--- src/rtl/lfsr_gen.sv ---
// lfsr_gen: Fibonacci-style LFSR with a configurable tap mask and multi-bit
// stepping.
//
// Handshake: there is no backpressure. A request is taken on every rising
// edge of clk_i. load_i has priority over en_i. valid_o is high for exactly
// the one cycle that follows an edge that loaded or advanced the state.
//
// Optional feature: define LFSR_GEN_LOCKUP_RECOVER_EN to make an advance
// from the all-zero state reload SEED. Without it the all-zero state is
// sticky until reset or a load of a nonzero seed.
//
// Parameter legality: WIDTH 4..32, STEP 1..WIDTH, SEED nonzero.

module lfsr_gen #(
  parameter int               WIDTH = 8,
  parameter logic [WIDTH-1:0] TAPS  = 8'hB8,
  parameter logic [WIDTH-1:0] SEED  = {{(WIDTH-1){1'b0}}, 1'b1},
  parameter int               STEP  = 1
) (
  input  logic             clk_i,
  input  logic             rst_i,
  input  logic             en_i,
  input  logic             load_i,
  input  logic [WIDTH-1:0] seed_i,
  output logic [WIDTH-1:0] out_o,
  output logic             valid_o,
  output logic             wrap_o,
  output logic             lockup_o
);

  // Registered state. All outputs come straight from these flops, so there
  // is no combinational path from any input to any output.
  logic [WIDTH-1:0] state_q;
  logic [WIDTH-1:0] start_q;
  logic             valid_q;
  logic             wrap_q;
  logic             lockup_q;

  logic [WIDTH-1:0] state_d;
  logic [WIDTH-1:0] start_d;
  logic             valid_d;
  logic             wrap_d;
  logic [WIDTH-1:0] stepped;
  logic             locked;

  // STEP chained single-bit shifts: feedback is the parity of the tapped
  // bits and enters at bit 0 while the register shifts towards the MSB.
  function automatic logic [WIDTH-1:0] lfsr_advance(input logic [WIDTH-1:0] s);
    logic [WIDTH-1:0] v;
    v = s;
    for (int i = 0; i < STEP; i++) begin
      v = {v[WIDTH-2:0], ^(v & TAPS)};
    end
    return v;
  endfunction

  // Next-state selection: load beats advance, advance beats hold.
  always_comb begin
    state_d = state_q;
    start_d = start_q;
    valid_d = 1'b0;
    wrap_d  = 1'b0;
    stepped = lfsr_advance(state_q);
    locked  = (state_q == '0);
    if (load_i) begin
      // A load defines a new start value and never counts as a wrap.
      state_d = seed_i;
      start_d = seed_i;
      valid_d = 1'b1;
    end else if (en_i) begin
      valid_d = 1'b1;
`ifdef LFSR_GEN_LOCKUP_RECOVER_EN
      if (locked) begin
        // Escape the all-zero trap by restarting the sequence from SEED.
        state_d = SEED;
        start_d = SEED;
      end else begin
        state_d = stepped;
        wrap_d  = (stepped == start_q);
      end
`else
      // The all-zero state maps onto itself; it is not a real sequence, so
      // it never reports a wrap.
      if (!locked) begin
        state_d = stepped;
        wrap_d  = (stepped == start_q);
      end
`endif
    end
  end

  // State register with synchronous reset overriding load and advance.
  always_ff @(posedge clk_i) begin
    if (rst_i) begin
      state_q  <= SEED;
      start_q  <= SEED;
      valid_q  <= 1'b0;
      wrap_q   <= 1'b0;
      lockup_q <= 1'b0;
    end else begin
      state_q  <= state_d;
      start_q  <= start_d;
      valid_q  <= valid_d;
      wrap_q   <= wrap_d;
      lockup_q <= (state_d == '0);
    end
  end

  assign out_o    = state_q;
  assign valid_o  = valid_q;
  assign wrap_o   = wrap_q;
  assign lockup_o = lockup_q;

endmodule

--- config.mk ---
export PLATFORM = sky130hd
export DESIGN_NAME = lfsr_gen
export DESIGN_NICKNAME = d
export VERILOG_FILES = /design/src/rtl/lfsr_gen.sv
export SDC_FILE = /design/constraint.sdc
export NUM_CORES = 1
export LEC_CHECK = 0
export BUFFER_PORTS_ARGS = -buffer_cell sky130_fd_sc_hd__buf_2
export CORE_MARGIN = 8
export CORE_UTILIZATION = 45
export CTS_CLUSTER_DIAMETER = 30
export DETAILED_ROUTE_END_ITERATION = 10
export GPL_ROUTABILITY_DRIVEN = 0
export GPL_TIMING_DRIVEN = 1
export PLACE_DENSITY = 0.77
export SLEW_MARGIN = 20
export SYNTH_ARGS = -nofsm -noshare
export SYNTH_HDL_FRONTEND = slang
export SYNTH_SLANG_ARGS = --single-unit
export TNS_END_PERCENT = 20
--- constraint.sdc ---
create_clock -name clk_i -period 1.95 [get_ports clk_i]
set_input_delay 0.39 -clock clk_i [delete_from_list [all_inputs] [get_ports clk_i]]
set_output_delay 0.39 -clock clk_i [all_outputs]
set_load 0.1 [all_outputs]
# Word level (Yosys, flattened, before mapping)
# Cells that the tools add are included.
# classes
bitwise,1
mux,5
reduce_logical,4
eq_ne,1
# op_table
cell,n
$mux W8,3
$logic_not A8 Y1,2
$eq A8 B8 Y1,1
$reduce_xor A8 Y1,1
$reduce_or A4 Y1,1
$mux W1,2
$not A1 Y1,1
# word_totals
regBits,19
output_inout_bits,11
input_bits,12
word_cells,16

# Logic depth before layout (Yosys ltp)
# depth
word_depth,5
ltp_mapped,6
depth_no_buf,6

# Worst setup path before layout
# Ideal clock, no wire load.
# synth_timing
path_kind,reg-to-reg
start,"register state_q[4], in the netlist out_o[4]"
end,"register lockup_q, in the netlist lockup_o"
stages_incl_launch_ff,7
t_arrival_ns,2.221
path_buffers,0
setup_time_ns,0.088
slack_ns,-0.359
period_less_slack_ns,2.309
required_ns,1.862
cell_sequence,dfxtp_1 > inv_1 > ha_1 > or4b_4 > o21a_1 > a221o_1 > nor4_2
# synth_between
elab_chain_len,5
word_cells_on_any_way,6
classes_between,3 x mux; 3 x reduce/logical
# synth_rtl
item,line_no,rtl
from (decl),33,logic [WIDTH-1:0] state_q;
from (signal assigned),101,state_q <= state_d;
$reduce_xor A8 Y1 / $logic_not A8 Y1 (equally long branches),"52, 64",
$mux W8,84,if (!locked) begin
$mux W8 *,70,end else if (en_i) begin
$mux W8 *,65,if (load_i) begin
$logic_not A8 Y1 *,105,lockup_q <= (state_d == '0);
to (signal assigned),105,
to (decl),37,logic lockup_q;
# Mark *: on every way between the ends. The rest lies on a longest branch, timed or not.
# A chain may end at the register's enable or synchronous reset.

# Final worst setup path
# layout_timing
start,"register state_q[5], in the netlist out_o[5]"
end,"register lockup_q, in the netlist lockup_o"
# The elaborated chain is that of the path after synthesis.

==> impl_metrics.ini <==
[run_status]
status = finished clean

[route]
drtIter0Drc = 23
vias_per_cell = 5.15
vias = 777
drt.antenna.violating_nets = 0
drt-total-wl_mm = 2.16
wl_per_cell_microns = 14.3
drc = 0
dr.pass1.iters = 4

[worst_setup_path]
cp-startpoint = out_o[5]
crit_buf_inv = 1
cpLargestDelayFamily = simple AND/OR/NAND/NOR gates
arrival_ns = 2.10
end_kind = register
path_max_fanout = 5
path_cells = inv_2 > ha_1 > or4b_4 > o21a_1 > a221o_1 > nor4_2
worstSetupPathType = reg2reg
worstSetupEndpoint = lockup_o
reg2reg_to = lockup_o
cp_data_required_time_ns = 2.18
reg2reg_depth = 6
cp.depth = 6
r2r-start = out_o[5]
startpoint_type = register
ff2ff_setup_slack_ns = 0.08
max_stage_delay_ns = 0.46
critPathSlowestCell = or4b_4

[global_route]
grt_antenna_before_repair = 0
grt_pass1_wl_mm = 3.45
grt_pass1_vias = 753
grt_overflow = 0
grt_max_degree = 19
grt_use_total = 0.130

[pwr]
p_leak_uw = 0.000496
switching_share = 0.355
internal_power_uw = 563
irDropWorstVdd_mv = 0.526
power_switching_uw = 309
p_clk_frac = 0.229
power.share.combinational = 0.276
pwr-share-seq = 0.495
power_uw = 873
cellPowerDensity_nw_per_um2 = 819

[clock_network]
numCtsBuffers = 3
cts.clk_slew.worst_paths_ns = 0.11
htreeDepth = 1
cts_tree = yes
cts_hold_buf = 0
clock_sinks = 19
cts-root-buf = clkbuf_4
cts_buffer_depth = 2
clock_latency_ns = 0.30

[placed_design]
dp_cells = 145
pre_cts_ws_ns = 0.0659
port_buffers = 22
hpwl_mm = 1.69
placed_area_sq_um = 1020

[timing]
fin_crit_sh = 0.960
relSlewSlack = 0.672
fmax_mhz = 534
worst_slack_ns = 0.0777
setup_violations = 0
worst_pin_slew_ns = 0.495
fin_skew_ns = 0.0112
min_period_ns = 1.87
slew_violations = 0
final_hold_viol_count = 0

[layout]
syn_to_final_growth_pct = 21.9
nets = 138
drive_gt1_frac = 0.331
design_area_sq_um = 1070
final_cells = 151
fillers = 180
final_util = 0.561
n_antenna_cell = 0

[logic_synthesis]
syn_area_per_cell_sq_um = 8.75
ys_types = 24
ys_warn_count = 0
postSynthCellCount = 100
synth_fp_nets = 113
yosys.area.top_type = dfxtp_1
synth_top_area_share = 0.435
ys_seq_area_frac = 0.435
synthTopCellsByArea = dfxtp_1 43%, xor2_1 7.0%, mux2i_1 5.7%, nand2_1 5.6%, a21oi_1 5.2%
mappedNetlistArea_sq_um = 875
ys_ff_latch = 19

[floorplan]
dieArea_sq_um = 3610
num_rows = 16
initial_utilization = 0.460
io_pins = 23
fp.dieW_microns = 60.1
coreArea_sq_um = 1900
die_y_microns = 60.1

[hold_path]
hold_path.class = in2reg

[flow_run]
max-cap-violations = 0
## state kept, by name, indices dropped and copies added (netlist names)
register,count
lockup_o,1
out_o,8
start_q,8
wrap_o,1
valid_o,1
## how the worst min path moves through the flow
stage	start	to	slack, ns	depth (start not counted)
after global placement	start_q[2]	start_q[2]	0.46	2
final	seed_i[1]	start_q[1]	0.34	3
after floorplan	start_q[2]	start_q[2]	0.45	2
after global routing	seed_i[0]	start_q[0]	0.33	3
after detailed placement	start_q[7]	start_q[7]	0.47	2
after CTS	seed_i[0]	start_q[0]	0.34	3
## cell usage in the layout, fill, tap and decap left out
cell type and n:
dfxtp_2 5, xor2_1 7, nor2_1 9, o21a_1 5
or3_1 1, a21o_1 1, inv_2 2, nor4_2 1
mux2i_1 5, ha_1 1, clkbuf_4 3, nand2_1 13
and2_1 1, xnor2_1 3, clkbuf_1 1, buf_4 3
inv_1 3, a221o_1 2, nor2b_1 3, buf_2 22
o211ai_1 1, nor4_1 2, a21oi_1 9, or4b_4 1
a21bo_2 1, nand3_1 1, dfxtp_4 3, nand4_1 1
dfxtp_1 11, o21ai_0 3
## worst min-delay path: cells and delay by family
kind | cells | cell delay (ns)
buffers and inverters | 1 | 0.09
AND/OR/NAND/NOR | 1 | 0.07
AO/OA/AOI/OAI | 1 | 0.06
## power by group through the flow
stage	logic (uW)	clock network (uW)	registers [uW]
after floorplan	99.2	0	530
after global placement	232	0	441
after detailed placement	235	0	443
after CTS	236	203	434
after global routing	257	224	435
final	240	200	432
## stage by stage
| stage | TNS, ns | hold slack (ns) |
|---|---|---|
| floorplan | 0 | 0.448 |
| global placement | 0 | 0.463 |
| detailed placement | 0 | 0.471 |
| CTS | 0 | 0.338 |
| global route | -0.00854 | 0.335 |
| finish | 0 | 0.339 |
## cell families (layout without fill, tap and decap cells)
group,count (synthesis),after routing,share of synthesized area
buffers and inverters,10,34,0.0429
AO/OA/AOI/OAI,22,22,0.163
adder cells (fa/ha/maj),1,1,0.0143
XOR/XNOR,10,10,0.100
AND/OR/NAND/NOR,33,33,0.187
multiplexers,5,5,0.0572
flip-flops,19,19,0.435
## synthesized netlist by cell type
master,count
nor4_2,1
clkbuf_1,5
o211ai_1,1
inv_1,5
or3_1,1
o21a_1,5
mux2i_1,5
a21bo_2,1
xnor2_1,3
o21ai_0,3
a21oi_1,9
a221o_1,2
nand3_1,1
a21o_1,1
xor2_1,7
or4b_4,1
nand2_1,13
nor2_1,9
nand4_1,1
nor4_1,2
and2_1,1
dfxtp_1,19
ha_1,1
nor2b_1,3
## area by class of cell
type / count / area [sq um] / share of cell area
Multi-Input combinational cell: 71 / 457 / 0.428
Sequential cell: 19 / 398 / 0.373
Timing Repair Buffer: 25 / 133 / 0.124
Tap cell: 27 / 33.8 / 0.0317
Clock buffer: 4 / 26.3 / 0.0246
Inverter: 5 / 18.8 / 0.0176
## per-layer routing
layer / GRT usage / up-vias / part of all wire
met5: 0 / - / 0
met4: 0.0782 / 0 / 0.015
met3: 0.0452 / 4 / 0.081
met2: 0.206 / 28 / 0.49
met1: 0.144 / 357 / 0.42
li1: - / 388 / -
## repair_timing
| action | in CTS | in global routing |
|---|---|---|
| gates resized for setup | 0 | 0 |
| buffers inserted | 0 | 2 |
| setup endpoints to repair | 0 | 1 |
(Power assumes the default switching activity.)
